File: src/rtl/i2c_pkg.sv
// Shared definitions for the I2C slave byte engine: FSM state encoding,
// R/W bit values and the default device address.
// Ports: none (package).
package i2c_pkg;

  typedef enum logic [2:0] {
    ST_IDLE,
    ST_ADDR,
    ST_ADDR_ACK,
    ST_RX,
    ST_RX_ACK,
    ST_TX,
    ST_TX_ACK,
    ST_WAIT_STOP
  } state_t;

  localparam logic       I2C_READ        = 1'b1;
  localparam logic       I2C_WRITE       = 1'b0;
  localparam logic [6:0] DEFAULT_DEVADDR = 7'h50;
  localparam logic [6:0] GENERAL_CALL    = 7'h00;

endpackage

File: src/rtl/i2c_line_sync.sv
// Synchronises raw SCL/SDA and detects SCL edges plus START/STOP conditions.
// Latency: SYNC_STAGES clk from pin to sda_s; edge/condition outputs are combinational on the synced values.
// Ports: clk, rst_n, scl_raw, sda_raw in; scl_rise, scl_fall, start, stop, sda_s out.
module i2c_line_sync #(
  parameter int SYNC_STAGES = 2
) (
  input  logic clk,
  input  logic rst_n,
  input  logic scl_raw,
  input  logic sda_raw,
  output logic scl_rise,
  output logic scl_fall,
  output logic start,
  output logic stop,
  output logic sda_s
);

  logic [SYNC_STAGES-1:0] scl_sync_q, scl_sync_d;
  logic [SYNC_STAGES-1:0] sda_sync_q, sda_sync_d;
  logic                   scl_prev_q, scl_prev_d;
  logic                   sda_prev_q, sda_prev_d;
  logic                   scl_s;

  assign scl_s = scl_sync_q[SYNC_STAGES-1];
  assign sda_s = sda_sync_q[SYNC_STAGES-1];

  always_comb begin
    scl_sync_d = {scl_sync_q[SYNC_STAGES-2:0], scl_raw};
    sda_sync_d = {sda_sync_q[SYNC_STAGES-2:0], sda_raw};
    scl_prev_d = scl_s;
    sda_prev_d = sda_s;
  end

  // Idle bus is high, so presetting to 1 avoids a spurious edge out of reset.
  always_ff @(posedge clk or negedge rst_n) begin
    if (!rst_n) begin
      scl_sync_q <= '1;
      sda_sync_q <= '1;
      scl_prev_q <= 1'b1;
      sda_prev_q <= 1'b1;
    end else begin
      scl_sync_q <= scl_sync_d;
      sda_sync_q <= sda_sync_d;
      scl_prev_q <= scl_prev_d;
      sda_prev_q <= sda_prev_d;
    end
  end

  assign scl_rise = scl_s & ~scl_prev_q;
  assign scl_fall = ~scl_s & scl_prev_q;
  // SCL must be stably high across both samples so a condition never coincides with an SCL edge.
  assign start    = scl_s & scl_prev_q & sda_prev_q & ~sda_s;
  assign stop     = scl_s & scl_prev_q & ~sda_prev_q & sda_s;

endmodule

File: src/rtl/i2c_slave_byte_engine.sv
// I2C slave bit engine: address match, byte deserialise/serialise, ACK/NACK generation.
// Latency: RxValid SYNC_STAGES+1 Clk after the raw 8th SCL rise; SdaOe updates the Clk after a synced SCL fall.
// Ports: Clk/Rst, Scl/SdaIn pins, SdaOe open-drain enable, Rx*/Tx* byte handshake to the memory stage, AckEn, RoW, Busy.
module i2c_slave_byte_engine
  import i2c_pkg::*;
#(
  parameter logic [6:0] DEVADDR     = DEFAULT_DEVADDR,
  parameter int         SYNC_STAGES = 2
) (
  input  logic       Clk,
  input  logic       Rst,
  input  logic       Scl,
  input  logic       SdaIn,
  output logic       SdaOe,
  output logic [7:0] RxData,
  output logic       RxValid,
  output logic       RxFirst,
  output logic       RoW,
  input  logic       AckEn,
  output logic       TxReq,
  input  logic [7:0] TxData,
  output logic       Busy
);

  logic scl_rise, scl_fall, start, stop, sda_s;

  i2c_line_sync #(.SYNC_STAGES(SYNC_STAGES)) u_line_sync (
    .clk      (Clk),
    .rst_n    (Rst),
    .scl_raw  (Scl),
    .sda_raw  (SdaIn),
    .scl_rise (scl_rise),
    .scl_fall (scl_fall),
    .start    (start),
    .stop     (stop),
    .sda_s    (sda_s)
  );

  state_t     state_q, state_d;
  logic [2:0] bit_cnt_q, bit_cnt_d;
  logic [7:0] shift_q, shift_d;
  logic [7:0] rx_data_q, rx_data_d;
  logic       rx_valid_q, rx_valid_d;
  logic       rx_first_q, rx_first_d;
  logic       first_q, first_d;     // next received byte is the memory address
  logic       row_q, row_d;
  logic       busy_q, busy_d;
  logic       sda_oe_q, sda_oe_d;
  logic       tx_req_q, tx_req_d;
  logic       ack_ph_q, ack_ph_d;   // ACK-bit SCL rise already seen
  logic       ack_smp_q, ack_smp_d; // RX: sampled AckEn; TX_ACK: master acked

  always_comb begin
    state_d    = state_q;
    bit_cnt_d  = bit_cnt_q;
    shift_d    = shift_q;
    rx_data_d  = rx_data_q;
    rx_valid_d = 1'b0;
    rx_first_d = 1'b0;
    first_d    = first_q;
    row_d      = row_q;
    busy_d     = busy_q;
    sda_oe_d   = sda_oe_q;
    tx_req_d   = 1'b0;
    ack_ph_d   = ack_ph_q;
    ack_smp_d  = ack_smp_q;

    if (start) begin
      state_d   = ST_ADDR;
      bit_cnt_d = 3'd0;
      sda_oe_d  = 1'b0;
      first_d   = 1'b0;
    end else if (stop) begin
      state_d   = ST_IDLE;
      bit_cnt_d = 3'd0;
      sda_oe_d  = 1'b0;
      busy_d    = 1'b0;
      first_d   = 1'b0;
    end else begin
      unique case (state_q)
        ST_IDLE: ;
        ST_ADDR: if (scl_rise) begin
          shift_d   = {shift_q[6:0], sda_s};
          bit_cnt_d = bit_cnt_q + 3'd1;
          if (bit_cnt_q == 3'd7) begin
            bit_cnt_d = 3'd0;
            ack_ph_d  = 1'b0;
            // shift_q[6:0] holds the 7 address bits; sda_s is the R/W bit.
            if (shift_q[6:0] == DEVADDR && shift_q[6:0] != GENERAL_CALL) begin
              row_d   = sda_s;
              busy_d  = 1'b1;
              state_d = ST_ADDR_ACK;
            end else begin
              state_d = ST_WAIT_STOP;
            end
          end
        end
        ST_ADDR_ACK: begin
          if (scl_fall && !ack_ph_q) sda_oe_d = 1'b1;
          if (scl_rise) begin
            ack_ph_d = 1'b1;
            if (row_q == I2C_READ) tx_req_d = 1'b1;
          end
          if (scl_fall && ack_ph_q) begin
            ack_ph_d  = 1'b0;
            bit_cnt_d = 3'd0;
            if (row_q == I2C_READ) begin
              shift_d  = TxData;
              sda_oe_d = ~TxData[7];
              state_d  = ST_TX;
            end else begin
              sda_oe_d = 1'b0;
              first_d  = 1'b1;
              state_d  = ST_RX;
            end
          end
        end
        ST_RX: if (scl_rise) begin
          shift_d   = {shift_q[6:0], sda_s};
          bit_cnt_d = bit_cnt_q + 3'd1;
          if (bit_cnt_q == 3'd7) begin
            rx_data_d  = {shift_q[6:0], sda_s};
            rx_valid_d = 1'b1;
            rx_first_d = first_q;
            first_d    = 1'b0;
            ack_smp_d  = AckEn;
            ack_ph_d   = 1'b0;
            bit_cnt_d  = 3'd0;
            state_d    = ST_RX_ACK;
          end
        end
        ST_RX_ACK: begin
          if (scl_fall && !ack_ph_q) sda_oe_d = ack_smp_q;
          if (scl_rise) ack_ph_d = 1'b1;
          if (scl_fall && ack_ph_q) begin
            sda_oe_d  = 1'b0;
            ack_ph_d  = 1'b0;
            bit_cnt_d = 3'd0;
            state_d   = ack_smp_q ? ST_RX : ST_WAIT_STOP;
          end
        end
        // Bit 7 is already on the line from the loading fall; each further fall presents the next bit.
        ST_TX: if (scl_fall) begin
          if (bit_cnt_q == 3'd7) begin
            sda_oe_d  = 1'b0;
            bit_cnt_d = 3'd0;
            ack_ph_d  = 1'b0;
            state_d   = ST_TX_ACK;
          end else begin
            shift_d   = {shift_q[6:0], 1'b0};
            sda_oe_d  = ~shift_q[6];
            bit_cnt_d = bit_cnt_q + 3'd1;
          end
        end
        ST_TX_ACK: begin
          if (scl_rise) begin
            if (!sda_s) begin
              tx_req_d = 1'b1;
              ack_ph_d = 1'b1;
            end else begin
              state_d = ST_WAIT_STOP;
            end
          end
          if (scl_fall && ack_ph_q) begin
            shift_d   = TxData;
            sda_oe_d  = ~TxData[7];
            ack_ph_d  = 1'b0;
            bit_cnt_d = 3'd0;
            state_d   = ST_TX;
          end
        end
        ST_WAIT_STOP: sda_oe_d = 1'b0;
        default: state_d = ST_IDLE;
      endcase
    end
  end

  always_ff @(posedge Clk or negedge Rst) begin
    if (!Rst) begin
      state_q    <= ST_IDLE;
      bit_cnt_q  <= 3'd0;
      shift_q    <= 8'h00;
      rx_data_q  <= 8'h00;
      rx_valid_q <= 1'b0;
      rx_first_q <= 1'b0;
      first_q    <= 1'b0;
      row_q      <= I2C_WRITE;
      busy_q     <= 1'b0;
      sda_oe_q   <= 1'b0;
      tx_req_q   <= 1'b0;
      ack_ph_q   <= 1'b0;
      ack_smp_q  <= 1'b0;
    end else begin
      state_q    <= state_d;
      bit_cnt_q  <= bit_cnt_d;
      shift_q    <= shift_d;
      rx_data_q  <= rx_data_d;
      rx_valid_q <= rx_valid_d;
      rx_first_q <= rx_first_d;
      first_q    <= first_d;
      row_q      <= row_d;
      busy_q     <= busy_d;
      sda_oe_q   <= sda_oe_d;
      tx_req_q   <= tx_req_d;
      ack_ph_q   <= ack_ph_d;
      ack_smp_q  <= ack_smp_d;
    end
  end

  assign SdaOe   = sda_oe_q;
  assign RxData  = rx_data_q;
  assign RxValid = rx_valid_q;
  assign RxFirst = rx_first_q;
  assign RoW     = row_q;
  assign TxReq   = tx_req_q;
  assign Busy    = busy_q;

endmodule

File: config.mk
export PLATFORM = sky130hd
export DESIGN_NAME = i2c_slave_byte_engine
export DESIGN_NICKNAME = d
export VERILOG_FILES = /design/src/rtl/i2c_pkg.sv /design/src/rtl/i2c_line_sync.sv /design/src/rtl/i2c_slave_byte_engine.sv
export SDC_FILE = /design/constraint.sdc
export NUM_CORES = 1
export LEC_CHECK = 0
export CORE_MARGIN = 5
export CORE_UTILIZATION = 50
export CTS_CLUSTER_DIAMETER = 150
export DETAILED_ROUTE_END_ITERATION = 10
export PLACE_DENSITY = 0.74
export SLEW_MARGIN = 20
export SYNTH_ARGS = -nofsm -noshare
export SYNTH_HDL_FRONTEND = slang
export SYNTH_SLANG_ARGS = --single-unit
File: constraint.sdc
create_clock -name Clk -period 2.7 [get_ports Clk]
set_clock_uncertainty 0.2 [all_clocks]
set_input_delay 0.675 -clock Clk [delete_from_list [all_inputs] [get_ports Clk]]
set_output_delay 0.675 -clock Clk [all_outputs]
set_load 0.005 [all_outputs]
==> flow_summary.yaml <==
clocking:
  clk_latency_ns: 0.29
  cts-hold-fix-buffers: 0
  cts_root_buffer: "clkbuf_8"
  clock_sinks: 36
  cts.path.max_buffers: 2
  cts_buffers: 5
  cts_setup_buffers: 0
  cts_max_level: 2
  tritoncts: "done"
  path_clk_slew_ns: 0.07
  ctsResizeCount: 0
global_route:
  grt_first_pass_wirelength_mm: 7.17
  use_met1: 0.245
  grtUsageMet2: 0.267
  grt-busiest-layer: "met2"
  grt_pass1_vias: 1472
  antenna_found_initial: 0
  grt_max_degree: 37
  track_usage: 0.178
  grtUsageMet3: 0.0533
  grt_overflow_total: 0
logic_synthesis:
  yosysMostFrequentCell: "dfrtp_1"
  synthCells: 169
  syn_nets: 184
  synth_flop_cell: "dfrtp_1"
  synth.area.top_cells: "dfrtp_1, mux2_2, dfstp_2, nand2_1, a31oi_1"
  ys_seq_area_frac: 0.484
  ys_seq_elements: 36
  synth_area_per_cell_um2: 11.1
  synth_largest_area_cell: "dfrtp_1"
  synth_top_area_share: 0.400
  syn_area_um2: 1880
  async_flop_share: 1.00
  synth_common_cells: "dfrtp_1, mux2_2, nand2_1, inv_1"
  yosysWarnings: 0
  synth_cell_types: 43
  synth_edf_count: 0
setup_path:
  cp.depth: 4
  crit_family: "simple AND/OR/NAND/NOR gates"
  slowest_stage: "dfstp_2"
  cp_data_arrival_time_ns: 2.45
  critPathCapture: "shift_q[4]"
  rrSetupSlack_ns: 0.22
  path_class: "flip-flop to flip-flop"
  r2r-start: "u_line_sync.scl_prev_q"
  critPathLaunchType: "flip-flop"
  worstPathMaxFanout: 12
  startpoint: "u_line_sync.scl_prev_q"
  cp_num_buf_inv: 0
  worstPathRequired_ns: 2.68
  r2r_end: "shift_q[4]"
  slowest_delay_ns: 0.62
  worstSetupEndpointType: "flip-flop"
  rr_worst_depth: 4
  crit_chain: "nand3b_1 > or4_1 > a221oi_4 > mux2_2"
cells_and_area:
  antenna_cells: 0
  n_fill_cell: 287
  final_layout_size_suffix_gt1_frac: 0.259
  area_growth_pct: 23.5
  ff_latch_area_um2: 908
  multi_input_area_um2: 871
  nets: 215
  fin_cells: 249
sta:
  setup_slack_ns: 0.224
  fin_tns_setup_ns: 0
  slew_headroom: 0.641
  min_period_ns: 2.48
  post-route-period-util: 0.917
  worstMarginPinSlew_ns: 0.536
  hold_viol: 0
  rsz0062_at_grt: "no"
  setup-violations-final: 0
  slew_violations: 0
  max_freq_mhz: 404
pwr:
  ir_drop_mv: 0.397
  p_leak_uw: 0.000992
  power.density_nw_per_um2: 566
route:
  drt-pass1-iter-count: 4
  wl_per_cell_um: 16.6
  wirelength_mm: 4.13
  drt_iter0_drc: 105
  vias_per_cell: 5.80
  ant_nets: 0
  vias: 1443
  drc: 0
placed_design:
  post-place-ws_ns: 0.236
  gp_congestion: 0.921
  hpwl_mm: 2.97
  io_buffers: 26
  dp_cells: 241
floorplan:
  die_y_um: 71.2
  die_w_um: 71.2
  die_area_um2: 5080
  core_um2: 3660
  initial_core_util: 0.512
  ioPinCount: 27
  num_rows: 22
min_path:
  worst_hold_path_type: "flip-flop to flip-flop"
flow_run:
  drv_cap: 0
outcome:
  outcome: "complete, no violations"
-- placed cells by master, fill, tap and decap left out, types with 5 or more instances in the layout --
master           synthesis  routed
clkdlybuf4s50_1          0      26
a31oi_1                  6       6
o21ai_0                  6       6
inv_1                    8       8
a21oi_1                  6       6
dfstp_2                  6       6
nand2_1                 11      11
dfrtp_1                 30      30
mux2_2                  22      22
nand3_1                  5       5
clkbuf_8                 0       5
nor2_1                   6       6
buf_4                    5      10
-- how the worst min path moves through the flow --
stage / start / endpoint / depth (start not counted)
floorplan: u_line_sync.scl_sync_q[0] / u_line_sync.scl_sync_q[1] / 0
global placement: u_line_sync.sda_sync_q[0] / u_line_sync.sda_sync_q[1] / 0
detailed placement: u_line_sync.scl_sync_q[0] / u_line_sync.scl_sync_q[1] / 0
CTS: u_line_sync.sda_sync_q[0] / u_line_sync.sda_sync_q[1] / 0
global route: u_line_sync.scl_sync_q[0] / u_line_sync.scl_sync_q[1] / 0
finish: u_line_sync.scl_sync_q[0] / u_line_sync.scl_sync_q[1] / 0
-- cell type report --
| type | count | area share |
|---|---|---|
| Sequential cell | 36 | 0.392 |
| Multi-Input combinational cell | 113 | 0.376 |
| Timing Repair Buffer | 36 | 0.145 |
| Clock buffer | 5 | 0.0297 |
| Tap cell | 48 | 0.0259 |
| Clock inverter | 3 | 0.0184 |
| Inverter | 8 | 0.0130 |
-- logic make-up after synthesis --
family,after synthesis,share of synthesized area
compound gates,40,0.161
xor+xnor,1,0.00467
fa+ha+maj,2,0.0133
buf+inv,20,0.0514
flops,36,0.484
mux,25,0.148
simple gates,45,0.137
-- routing by layer --
layer | up-vias | wire, µm
met5 | - | 0
met4 | 0 | 42
met3 | 6 | 300
met2 | 70 | 1930
met1 | 681 | 1860
li1 | 686 | -
-- worst register-to-register path, cell delays in order (launching register included) --
cell	delay [ns]
dfstp_2	0.62
nand3b_1	0.20
or4_1	0.50
a221oi_4	0.46
mux2_2	0.39
-- through the flow --
step / hold WS, ns / power, µW / util / instance area [µm²]
floorplan: 0.145 / 779 / - / 1880
global placement: 0.146 / 840 / 0.602 / 2200
detailed placement: 0.147 / 853 / 0.602 / 2200
CTS: 0.160 / 1320 / 0.633 / 2320
global route: 0.167 / 1380 / 0.633 / 2320
finish: 0.158 / 1310 / 0.633 / 2320
-- power breakdown --
| part | total, µW | internal (µW) | switching (µW) |
|---|---|---|---|
| Clock | 470 | 273 | 197 |
| Combinational | 172 | 100 | 71.3 |
| Sequential | 670 | 606 | 63.6 |
| Total | 1310 | 979 | 332 |
-- state kept, by name, summed over array words and instances (netlist names) --
name,cells
ack_ph_q,1
u_line_sync.sda_prev_q,1
state_q,3
RxData,8
TxReq,1
u_line_sync.scl_sync_q,2
u_line_sync.scl_prev_q,1
bit_cnt_q,3
shift_q,7
first_q,1
u_line_sync.sda_sync_q,2
RxFirst,1
Busy,1
SdaOe,1
ack_smp_q,1
RoW,1
RxValid,1
Power figures use the tool's default switching activity.
